### src/rtl/calculation_accum.sv
// calculation_accum: accumulates unsigned (x, y) samples into per-set sums and
// a sample count, then holds the result until the consumer takes it.
//
// Parameters:
//   WIDTH  coordinate width
//   ACC_W  accumulator width (must be >= WIDTH+1)
//   CNT_W  sample-counter width
// Ports:
//   add_clk, add_rst_n       clock, asynchronous active-low reset
//   in_valid/in_ready        sample handshake; in_last marks the final sample
//   x, y                     unsigned sample coordinates
//   out_valid/out_ready      result handshake
//   sum_x, sum_y, count      accumulated result
//   ovf                      sticky overflow flag for the current set
// Build option:
//   CALC_ACCUM_SAT_EN        when defined, sums clamp at all-ones on overflow;
//                            otherwise they wrap modulo 2^ACC_W.
module calculation_accum #(
    parameter int unsigned WIDTH = 32,
    parameter int unsigned ACC_W = 48,
    parameter int unsigned CNT_W = 16
) (
    input  logic             add_clk,
    input  logic             add_rst_n,
    input  logic             in_valid,
    output logic             in_ready,
    input  logic             in_last,
    input  logic [WIDTH-1:0] x,
    input  logic [WIDTH-1:0] y,
    output logic             out_valid,
    input  logic             out_ready,
    output logic [ACC_W-1:0] sum_x,
    output logic [ACC_W-1:0] sum_y,
    output logic [CNT_W-1:0] count,
    output logic             ovf
);

    typedef enum logic [1:0] {
        ACC   = 2'd0,
        DRAIN = 2'd1,
        OUT   = 2'd2
    } state_t;

    state_t state, state_nxt;

    logic             transfer;
    logic             s1_valid;
    logic [WIDTH-1:0] s1_x;
    logic [WIDTH-1:0] s1_y;
    logic [ACC_W:0]   add_x;
    logic [ACC_W:0]   add_y;
    logic [ACC_W-1:0] sum_x_nxt;
    logic [ACC_W-1:0] sum_y_nxt;
    logic             cnt_max;
    logic             release_out;

    assign transfer    = in_valid && in_ready;
    assign release_out = (state == OUT) && out_ready;

    // State register
    always_ff @(posedge add_clk or negedge add_rst_n) begin
        if (!add_rst_n) begin
            state <= ACC;
        end else begin
            state <= state_nxt;
        end
    end

    // Next state and handshake outputs
    always_comb begin
        state_nxt = state;
        in_ready  = 1'b0;
        out_valid = 1'b0;
        case (state)
            ACC: begin
                in_ready = 1'b1;
                if (transfer && in_last) begin
                    state_nxt = DRAIN;
                end
            end
            // One cycle for the last sample to pass through stage 2
            DRAIN: state_nxt = OUT;
            OUT: begin
                out_valid = 1'b1;
                if (out_ready) begin
                    state_nxt = ACC;
                end
            end
            default: state_nxt = ACC;
        endcase
    end

    // Stage 1: register the accepted sample
    always_ff @(posedge add_clk or negedge add_rst_n) begin
        if (!add_rst_n) begin
            s1_valid <= 1'b0;
            s1_x     <= '0;
            s1_y     <= '0;
        end else begin
            s1_valid <= transfer;
            if (transfer) begin
                s1_x <= x;
                s1_y <= y;
            end
        end
    end

    // Stage 2 arithmetic: one extra bit captures the carry out of the MSB
    assign add_x   = {1'b0, sum_x} + {{(ACC_W + 1 - WIDTH){1'b0}}, s1_x};
    assign add_y   = {1'b0, sum_y} + {{(ACC_W + 1 - WIDTH){1'b0}}, s1_y};
    assign cnt_max = &count;

`ifdef CALC_ACCUM_SAT_EN
    assign sum_x_nxt = add_x[ACC_W] ? '1 : add_x[ACC_W-1:0];
    assign sum_y_nxt = add_y[ACC_W] ? '1 : add_y[ACC_W-1:0];
`else
    assign sum_x_nxt = add_x[ACC_W-1:0];
    assign sum_y_nxt = add_y[ACC_W-1:0];
`endif

    // Stage 2: accumulate; results clear on the edge the consumer takes them
    always_ff @(posedge add_clk or negedge add_rst_n) begin
        if (!add_rst_n) begin
            sum_x <= '0;
            sum_y <= '0;
            count <= '0;
            ovf   <= 1'b0;
        end else if (release_out) begin
            sum_x <= '0;
            sum_y <= '0;
            count <= '0;
            ovf   <= 1'b0;
        end else if (s1_valid) begin
            sum_x <= sum_x_nxt;
            sum_y <= sum_y_nxt;
            count <= cnt_max ? count : count + CNT_W'(1);
            ovf   <= ovf | add_x[ACC_W] | add_y[ACC_W] | cnt_max;
        end
    end

endmodule

### config.mk
export PLATFORM = sky130hd
export DESIGN_NAME = calculation_accum
export DESIGN_NICKNAME = d
export VERILOG_FILES = /design/src/rtl/calculation_accum.sv
export SDC_FILE = /design/constraint.sdc
export NUM_CORES = 1
export LEC_CHECK = 0
export CAP_MARGIN = 10
export CORE_ASPECT_RATIO = 1.25
export CORE_UTILIZATION = 33
export DETAILED_ROUTE_END_ITERATION = 8
export PLACE_DENSITY_LB_ADDON = 0.1
export SYNTH_ARGS = -nofsm -noshare
export SYNTH_HDL_FRONTEND = slang
export SYNTH_SLANG_ARGS = --single-unit
### constraint.sdc
create_clock -name add_clk -period 3.08 [get_ports add_clk]
set_input_delay 0.462 -clock add_clk [delete_from_list [all_inputs] [get_ports add_clk]]
set_output_delay 0.462 -clock add_clk [all_outputs]
set_load 0.01 [all_outputs]
Word level (Yosys, flattened, before mapping)
Cells that the tools add are included.
{ "word_totals": {"input_bits": 69, "out_inout_bits": 115, "regBits": 180} }
{ "op_classes": {"reduce_logical": 8, "n_addsub": 3, "bitwise_logic": 3, "n_mux": 14, "n_eq_ne": 5} }
{ "ops": {"columns": ["cell", "n"], "rows": [
  ["$mux 48", 4],
  ["$add 48x32->49", 2],
  ["$mux 16", 3],
  ["$add 16x1->16 const B", 1],
  ["$reduce_and 16->1", 1],
  ["$pmux 2 s3", 1],
  ["$mux 1", 4],
  ["$mux 2", 2],
  ["$ne 2x2->1 const B", 2],
  ["$reduce_and 2->1", 2],
  ["$logic_and 1x1->1", 3],
  ["$or 1x1->1", 3],
  ["$eq 2x1->1 const B", 1],
  ["$eq 2x2->1 const B", 1],
  ["$logic_not 2->1", 1],
  ["$ne 2x1->1 const B", 1],
  ["$reduce_bool 2->1", 1]
]} }

Logic depth before layout (Yosys ltp)
Gate-level depths: netlist of the first run.
{ "depth": {"ltp_word": 6, "ltp_mapped": 11} }

Worst setup path before layout of the first run
Ideal clock, no wire load.
{ "synth_path": {"kind": "register -> register", "startpoint": "register sum_x[0]", "endpoint": "register sum_x[42]", "path_stages_with_launch": 12, "path_slack_ns": 0.315, "arrival_time_ns": 2.654, "path_cell_list": "dfrtp_1 > ha_1 > fa_1 > a21o_1 > and4_1 > o211ai_1 > a21oi_2 > a211oi_2 > o211a_1 > buf_2 > o311ai_0 > o41ai_1"} }
{ "synth_between": {"elab_chain_len": 3} }
{ "synth_lines": {"columns": ["item", "line", "rtl"], "rows": [
  ["start, declared", "32", "output logic [ACC_W-1:0] sum_x,"],
  ["start signal, assigned", "134", "sum_x <= sum_x_nxt;"],
  ["$add 48x32->49", "109", "assign add_x = {1'b0, sum_x} + {{(ACC_W + 1 - WIDTH){1'b0}}, s1_x};"],
  ["$mux 48", "133", "end else if (s1_valid) begin"],
  ["$mux 48", "128", "end else if (release_out) begin"]
]} }
Every way passes these cells. The select of a mux whose other input is x is not followed.
A chain may end at the register's enable or synchronous reset.

Worst setup path after layout of the first run
{ "layout_path": {"startpoint": "register sum_x[7]", "endpoint": "register sum_x[28]"} }
Same word-level chain as after synthesis.

==> results by group, run 1 <==
Die
  – Row count: 74
  – Die W: between 150 and 200 um
  – Chip Height: between 200 and 250 um
  – Core area: approximately 33,000 um^2
  – Full die area: 34,600 um^2
  – IO Pins: ~180
  – Starting Density: between 30 and 40%

Worst setup path
  – Slowest CP cell: dfrtp_1
  – Worst Reg-to-Reg Cells: 9
  – Crit path capture: sum_x[28]$_DFFE_PN0P_
  – Crit path from: sum_x[7]$_DFFE_PN0P_
  – Setup crit start kind: flip-flop
  – Nature of the critical path endpoint: flip-flop
  – Worst r2r dst: sum_x[28]$_DFFE_PN0P_
  – Most frequent CP cell: nor3_1
  – Worst-path fanout max: 5
  – Setup Crit Path Kind: reg -> reg
  – CP cell instances: ha_1 > and3_1 > a31o_2 > nor3_1 > a21o_1 > o211ai_1 > a31oi_1 > mux2i_1 > nor3_1
  – Worst flop-to-flop path startpoint: sum_x[7]$_DFFE_PN0P_
  – Reg2Reg Setup Slack: ~170 ps
  – Max incr delay on CP: between 400 and 500 ps
  – Worst path arrival time: between 3000 and 4000 ps
  – Worst endpoint required time: approximately 3400 ps

Power and ir drop
  – Pleak: 6.14 nW
  – Clock power frac: 17.0%
  – Net Switching: just over 6 mW
  – Seq pwr share: around a quarter
  – Pint: roughly 8.5 mW
  – Worst VDD drop: around 450 uV
  – Final Power: 14.6 mW
  – Logic pwr share: between 50% and 60%
  – Sw frac: between 40% and 50%
  – Pwr per Cell Area: 1020 nW/um^2

Clock network
  – Clock Tree Buf Depth: 2
  – H-tree Lvls: 4
  – Worst-path clk slew: about 70 ps
  – Number of buffers created by CTS: 17
  – Clock Latency Late Sink: roughly 440 ps
  – Clk root buf: clkbuf_16
  – Clk sinks: between 150 and 200
  – CTS tree: done
  – Setup Fix Bufs, Post-CTS: 0

Job
  – Maxcap violations: 0

Synthesis
  – Sequential fraction of the synthesis area: 40.3%
  – Async SR Flop Fraction: between 90% and 100%
  – Syn Area/Cell: about 9.8 um^2
  – Syn_nets: around 1,300
  – Number of library cell types mapped by synthesis: 75
  – Synth warn: 0
  – Synthesized instance count: 1,141
  – Dominant synthesized flop cell: dfrtp_1
  – Yosys reg bits: 180
  – Mapped cell area: between 10,000 and 15,000 um^2
  – EDFF count, synth: 0

Layout
  – Most common cell after layout, fill and taps aside: clkdlybuf4s50_1
  – Layout cells sized above 1: about an eighth
  – Cell Count, Final, Fillers Out: about 1,800
  – # diodes: 0
  – NumNets Final: ~1,500
  – Final Cell Area: 14,300 um^2
  – Most frequent cells in the layout: clkdlybuf4s50_1 (182), dfrtp_1 (179), nor2_1 (103)
  – Area growth syn-to-layout: 28.1%

Route
  – Via/cell ratio: approximately 5.3
  – Vias: 9,281
  – ANT nets after route: 0
  – Drt pass-1 iters: 9
  – Drt wl/cell: about 18 um
  – DRC Markers: 8
  – DR iter-0 viols: about 440
  – Total wire length: 32,200 um

Timing
  – Worst rel slew slack: between 40% and 50%
  – Slew Viols, Final: 0
  – Max Clock Freq: roughly 340 MHz
  – Crit path time final: just under 3000 ps
  – Final setup fails: 0
  – Setup tns final: 0 ps
  – Final Hold Viols: 0
  – Post-route clock period utilization: about 95%
  – Least-Margin Pin Slew: 751 ps
  – Clock skew: 10.2 ps

Global routing
  – First-pass GRT wire length: roughly 53,000 um
  – Tot GR Track Use: 19.2%
  – Largest net degree at the start of global routing: 90
  – Initial antenna violation count: 0
  – Vias in the first global route: 9,695
  – Total grt overflow: 0

Placed design
  – Post-DP Area: roughly 14,000 um^2
  – Post-DP HPWL: approximately 24,000 um
  – Placed insts: approximately 1,700
  – RD Place Congestion: between 0.8 and 0.9
  – IO Port Bufs: 183

Status
  – Run status: finished, violations left
  – Failing checks: DRC

Hold path
  – HP Class: in -> async
## sequential cells by signal, summed over array words and instances (netlist names)
signal    cells
state         2
s1_x         32
s1_y         32
s1_valid      1
sum_y        48
sum_x        48
ovf           1
count        16
## critical path: cells and delay by family (launching register included)
family,cells,cell delay (ps)
fa+ha+maj,1,370
mux,1,210
simple gates,3,720
flops,1,410
compound gates,4,1070
## through the flow
step | hold WS (ps) | util [%] | setup WS [ps]
4_1_cts | 119 | 43.3 | 119
3_3_place_gp | 496 | 41.3 | 136
2_1_floorplan | 166 | - | 315
3_5_place_dp | 503 | 41.3 | 129
5_1_grt | 154 | 43.4 | -1.81
6_report | 97.2 | 43.4 | 168
## cells in the mapped netlist (all sizes together), types with 8 or more instances
cell | count | area share, %
o211ai | 13 | 0.87
buf | 23 | 1.0
xor2 | 24 | 1.9
or3 | 23 | 1.4
nand2 | 73 | 2.5
a21o | 47 | 3.2
xnor2 | 33 | 2.6
a31oi | 17 | 1.1
nor3 | 22 | 1.1
o21ai | 66 | 3.2
mux2i | 45 | 4.0
a211oi | 19 | 1.3
nand2b | 8 | 0.45
nor2 | 103 | 3.5
clkbuf | 29 | 0.99
o21a | 8 | 0.54
nand3 | 25 | 1.1
dfrtp | 180 | 40
and3 | 25 | 1.4
a21oi | 85 | 4.1
or4 | 9 | 0.61
ha | 65 | 7.3
inv | 22 | 0.74
mux2 | 66 | 6.7
nand4 | 19 | 1.1
## cell type report
cell class / count / area [um^2]
clock buffers: 22 / 474
clock inverters: 9 / 174
fillers: 3261 / 18700
inverters: 23 / 86.3
multi-input cells: 886 / 6380
flip-flops and latches: 180 / 4510
well taps: 418 / 523
repair buffers: 215 / 2150
## power by group through the flow
stage               logic (mW)  clock network (mW)  registers, mW
global route              9.36                2.63           3.81
finish                    8.43                2.47           3.69
CTS                       8.46                2.55           3.71
floorplan                 5.41                   0           3.78
global placement          8.38                   0           3.74
detailed placement        8.39                   0           3.75
## metal layers
metal | track usage [%] | part of all wire (%) | vias to the layer above
li1 | - | - | 4576
met5 | 0 | 0 | -
met2 | 33.9 | 51 | 156
met3 | 4.18 | 4.6 | 26
met1 | 23.3 | 43 | 4523
met4 | 5.24 | 1.5 | 0
## how the worst min path moves through the flow
stage | start | slack, ps | to | cells past startpoint
6_report | add_rst_n | 100 | s1_y[4]$_DFFE_PN0P_ | 1
3_5_place_dp | s1_x[23]$_DFFE_PN0P_ | 500 | s1_x[23]$_DFFE_PN0P_ | 1
2_1_floorplan | add_rst_n | 170 | count[0]$_DFFE_PN0P_ | 0
5_1_grt | add_rst_n | 150 | s1_y[4]$_DFFE_PN0P_ | 1
4_1_cts | add_rst_n | 120 | s1_y[4]$_DFFE_PN0P_ | 1
3_3_place_gp | s1_x[0]$_DFFE_PN0P_ | 500 | s1_x[0]$_DFFE_PN0P_ | 1
## logic make-up after synthesis
kind of cell	Yosys count	share of synthesized area (%)
adders and majority gates	67	7.64
AOI/OAI and AO/OA	314	19.1
buffers and inverters	75	2.78
muxes	111	10.7
DFF	180	40.3
and+or+nand+nor	337	15.0
xor gates and xnor gates	57	4.47
## what timing repair did
item                                    CTS  global route
hold buffers                              0             0
gates resized for setup                   0             8
endpoints found under the setup margin    0            23
endpoints found under the hold margin     0             0
No activity file was read; power rests on OpenSTA's default activity.
==> inputs of run 2 (changes only) <==
Settings changed: SKIP_LAST_GASP set to 1.
==> results of run 2 <==
No change in the layout: final DEF, timing and power equal those of run 1.
==> inputs of run 3 (changes only) <==
Settings changed: CTS_BUF_LIST set to sky130_fd_sc_hd__clkbuf_16, TNS_END_PERCENT set to 30.
==> results by group, run 3 (synthesis results as in run 1) <==
Worst setup path
  – Delay-heaviest family, CP: compound AO/OA/AOI/OAI gates
  – Setup crit start kind: flip-flop
  – Crit path from: sum_x[0]$_DFFE_PN0P_
  – CP cell instances: ha_1 > fa_1 > a21o_1 > and4_1 > o211ai_1 > buf_4 > a21oi_2 > a211oi_2 > o211a_1 > buf_12 > or4_1 > a21oi_1
  – Crit path capture: sum_x[38]$_DFFE_PN0P_
  – Worst flop-to-flop path startpoint: sum_x[0]$_DFFE_PN0P_
  – Reg2Reg Setup Slack: 140 ps (-30 ps)
  – Worst Path Buf+Inv: 2 (+2)
  – Setup Crit Path Kind: reg -> reg
  – Slowest CP cell: or4_1
  – Worst r2r dst: sum_x[38]$_DFFE_PN0P_
  – Max incr delay on CP: 500 ps (+90 ps)
  – Worst path arrival time: 3310 ps (+80 ps)
  – Nature of the critical path endpoint: flip-flop
  – Logic depth of the worst path, buffers included: 12 (+3)
  – Worst Reg-to-Reg Cells: 12 (+3)
  – Worst endpoint required time: 3450 ps (+50 ps)
  – Worst-path fanout max: 15 (+10)

Power and ir drop
  – Pleak: 6.13 nW (-0.14%)
  – Pwr per Cell Area: 1020 nW/um^2 (-0.40%)
  – Worst VDD drop: 447 uV (-0.37%)

Layout
  – Most frequent cells in the layout: clkdlybuf4s50_1 (182), dfrtp_1 (179), nor2_1 (103)
  – # diodes: 0 (unchanged)
  – Regs by FF count: sum_x: 48 flops, sum_y: 48 flops
  – Reg area: 4510 um^2 (unchanged)
  – Area growth syn-to-layout: 27.7%
  – Multi-input gate area: 6370 um^2 (-0.29%)
  – Most common cell after layout, fill and taps aside: clkdlybuf4s50_1
  – NumNets Final: 1,459 (unchanged)
  – Fillers: 3,270 (+0.28%)
  – Layout cells sized above 1: 12.8% (-0.45 points)

Status
  – Run status: finished, violations left
  – Failing checks: DRC

Timing
  – Unrepaired setup endpoints after global routing: yes
  – Final Hold Viols: 0 (unchanged)
  – Least-Margin Pin Slew: 756 ps (+4.71 ps)
  – Max Clock Freq: 340 MHz (-1.0%)
  – Clock skew: 10.1 ps (-0.0830 ps)
  – Setup tns final: 0 ps (unchanged)
  – Slew Viols, Final: 0 (unchanged)
  – Worst rel slew slack: 49.6% (-0.31 points)
  – Post-route clock period utilization: 95.5% (+0.99 points)
  – Final setup fails: 0 (unchanged)
  – Crit path time final: 2940 ps (+30.4 ps)
  – Hold_ws: 94.8 ps (-2.39 ps)

Die
  – Die W: 167 um (unchanged)
  – Chip Height: 208 um (unchanged)
  – Row count: 74 (unchanged)
  – Full die area: 34,600 um^2 (unchanged)
  – IO Pins: 184 (unchanged)
  – Core area: 33,000 um^2 (unchanged)
  – Starting Density: 33.9% (unchanged)

Clock network
  – Worst-path clk slew: 70 ps (about the same)
  – Setup Fix Bufs, Post-CTS: 0 (unchanged)
  – Clk sinks: 180 (unchanged)
  – Number of buffers created by CTS: 17 (unchanged)
  – CTS tree: done
  – Clock Tree Buf Depth: 2 (unchanged)
  – Clock Latency Late Sink: 440 ps (about the same)
  – Clk root buf: clkbuf_16
  – H-tree Lvls: 4 (unchanged)

Placed design
  – RD Place Congestion: 0.870 (unchanged)
  – IO Port Bufs: 183 (unchanged)
  – Post-DP HPWL: 23,800 um (unchanged)

Route
  – DRC Markers: 8 (unchanged)
  – Drt pass-1 iters: 8 (-1)
  – Vias: 9,300 (+0.20%)
  – ANT nets after route: 0 (unchanged)
  – Drt wl/cell: 18.4 um (+0.23%)
  – DR iter-0 viols: 461 (+5.5%)
  – Total wire length: 32,300 um (+0.23%)
  – Via/cell ratio: 5.31 (+0.20%)

Global routing
  – Tot GR Track Use: 19.2% (about the same)
  – First-pass GRT wire length: 52,600 um (about the same)
  – Total grt overflow: 0 (unchanged)
  – Vias in the first global route: 9,709 (+0.14%)
  – Largest net degree at the start of global routing: 90 (unchanged)
  – Initial antenna violation count: 0 (unchanged)

Hold path
  – HP Class: in -> async

Job
  – Maxcap violations: 0 (unchanged)
-- run 3: cell count changes in the layout (fill, tap and decap cells not counted), sizes merged --
cell and delta:
clkinv +3, clkbuf -5, inv +2
-- run 3: worst min path at each step --
stage                                     from                   end  cells after the start
after floorplan                      add_rst_n  count[0]$_DFFE_PN0P_                      0
after global placement     s1_x[0]$_DFFE_PN0P_   s1_x[0]$_DFFE_PN0P_                      1
after detailed placement  s1_x[23]$_DFFE_PN0P_  s1_x[23]$_DFFE_PN0P_                      1
after CTS                            add_rst_n   s1_y[4]$_DFFE_PN0P_                      1
after global routing                 add_rst_n   s1_y[4]$_DFFE_PN0P_                      1
final                                add_rst_n   s1_y[4]$_DFFE_PN0P_                      1
-- run 3: what timing repair did --
| item | CTS | global route |
|---|---|---|
| hold buffers | 0 | 0 |
| setup endpoints to repair | 0 | 23 |
| resized for setup | 0 | 4 |
-- run 3: power by group --
| part | switching (mW) | leakage [nW] | internal (mW) |
|---|---|---|---|
| combinational | 4.44 | 3.58 | 3.96 |
| sequential | 0.625 | 2.24 | 3.06 |
| clock | 0.971 | 0.312 | 1.42 |
| total | 6.04 | 6.13 | 8.44 |
-- run 3: stage by stage --
stage | power, mW | cells | worst slack [ps] | area (um^2) | utilization [%]
floorplan | 9.19 | 1141 | 315 | 11200 | -
global placement | 12.1 | 1722 | 136 | 13600 | 41.3
detailed placement | 12.1 | 1722 | 129 | 13600 | 41.3
CTS | 14.6 | 1753 | 120 | 14200 | 43.2
global route | 15.7 | 1753 | -94.9 | 14300 | 43.2
finish | 14.5 | 1753 | 138 | 14300 | 43.2
-- run 3: layer usage --
| metal | wire [um] | GRT usage, % | up-vias |
|---|---|---|---|
| met1 | 13800 | 23.2 | 4534 |
| met5 | 0 | 0 | - |
| met4 | 497 | 5.14 | 0 |
| met3 | 1530 | 4.42 | 27 |
| met2 | 16400 | 33.9 | 168 |
| li1 | - | - | 4571 |
-- run 3: worst reg2reg max path: cells and delay by family, from the launching register on --
family,cells,cell delay (ps)
AND/OR/NAND/NOR,2,760
AO/OA/AOI/OAI,6,1000
flip-flops,1,370
adder cells (fa/ha/maj),2,440
buffers and inverters,2,320
-- run 3: cell type report --
class,instances,area share (%)
multi-input combinational,886,44.7
sequential,180,31.6
timing repair buffer,215,15.1
tap,418,3.67
clock buffer,17,2.98
clock inverter,14,1.35
inverter,23,0.606
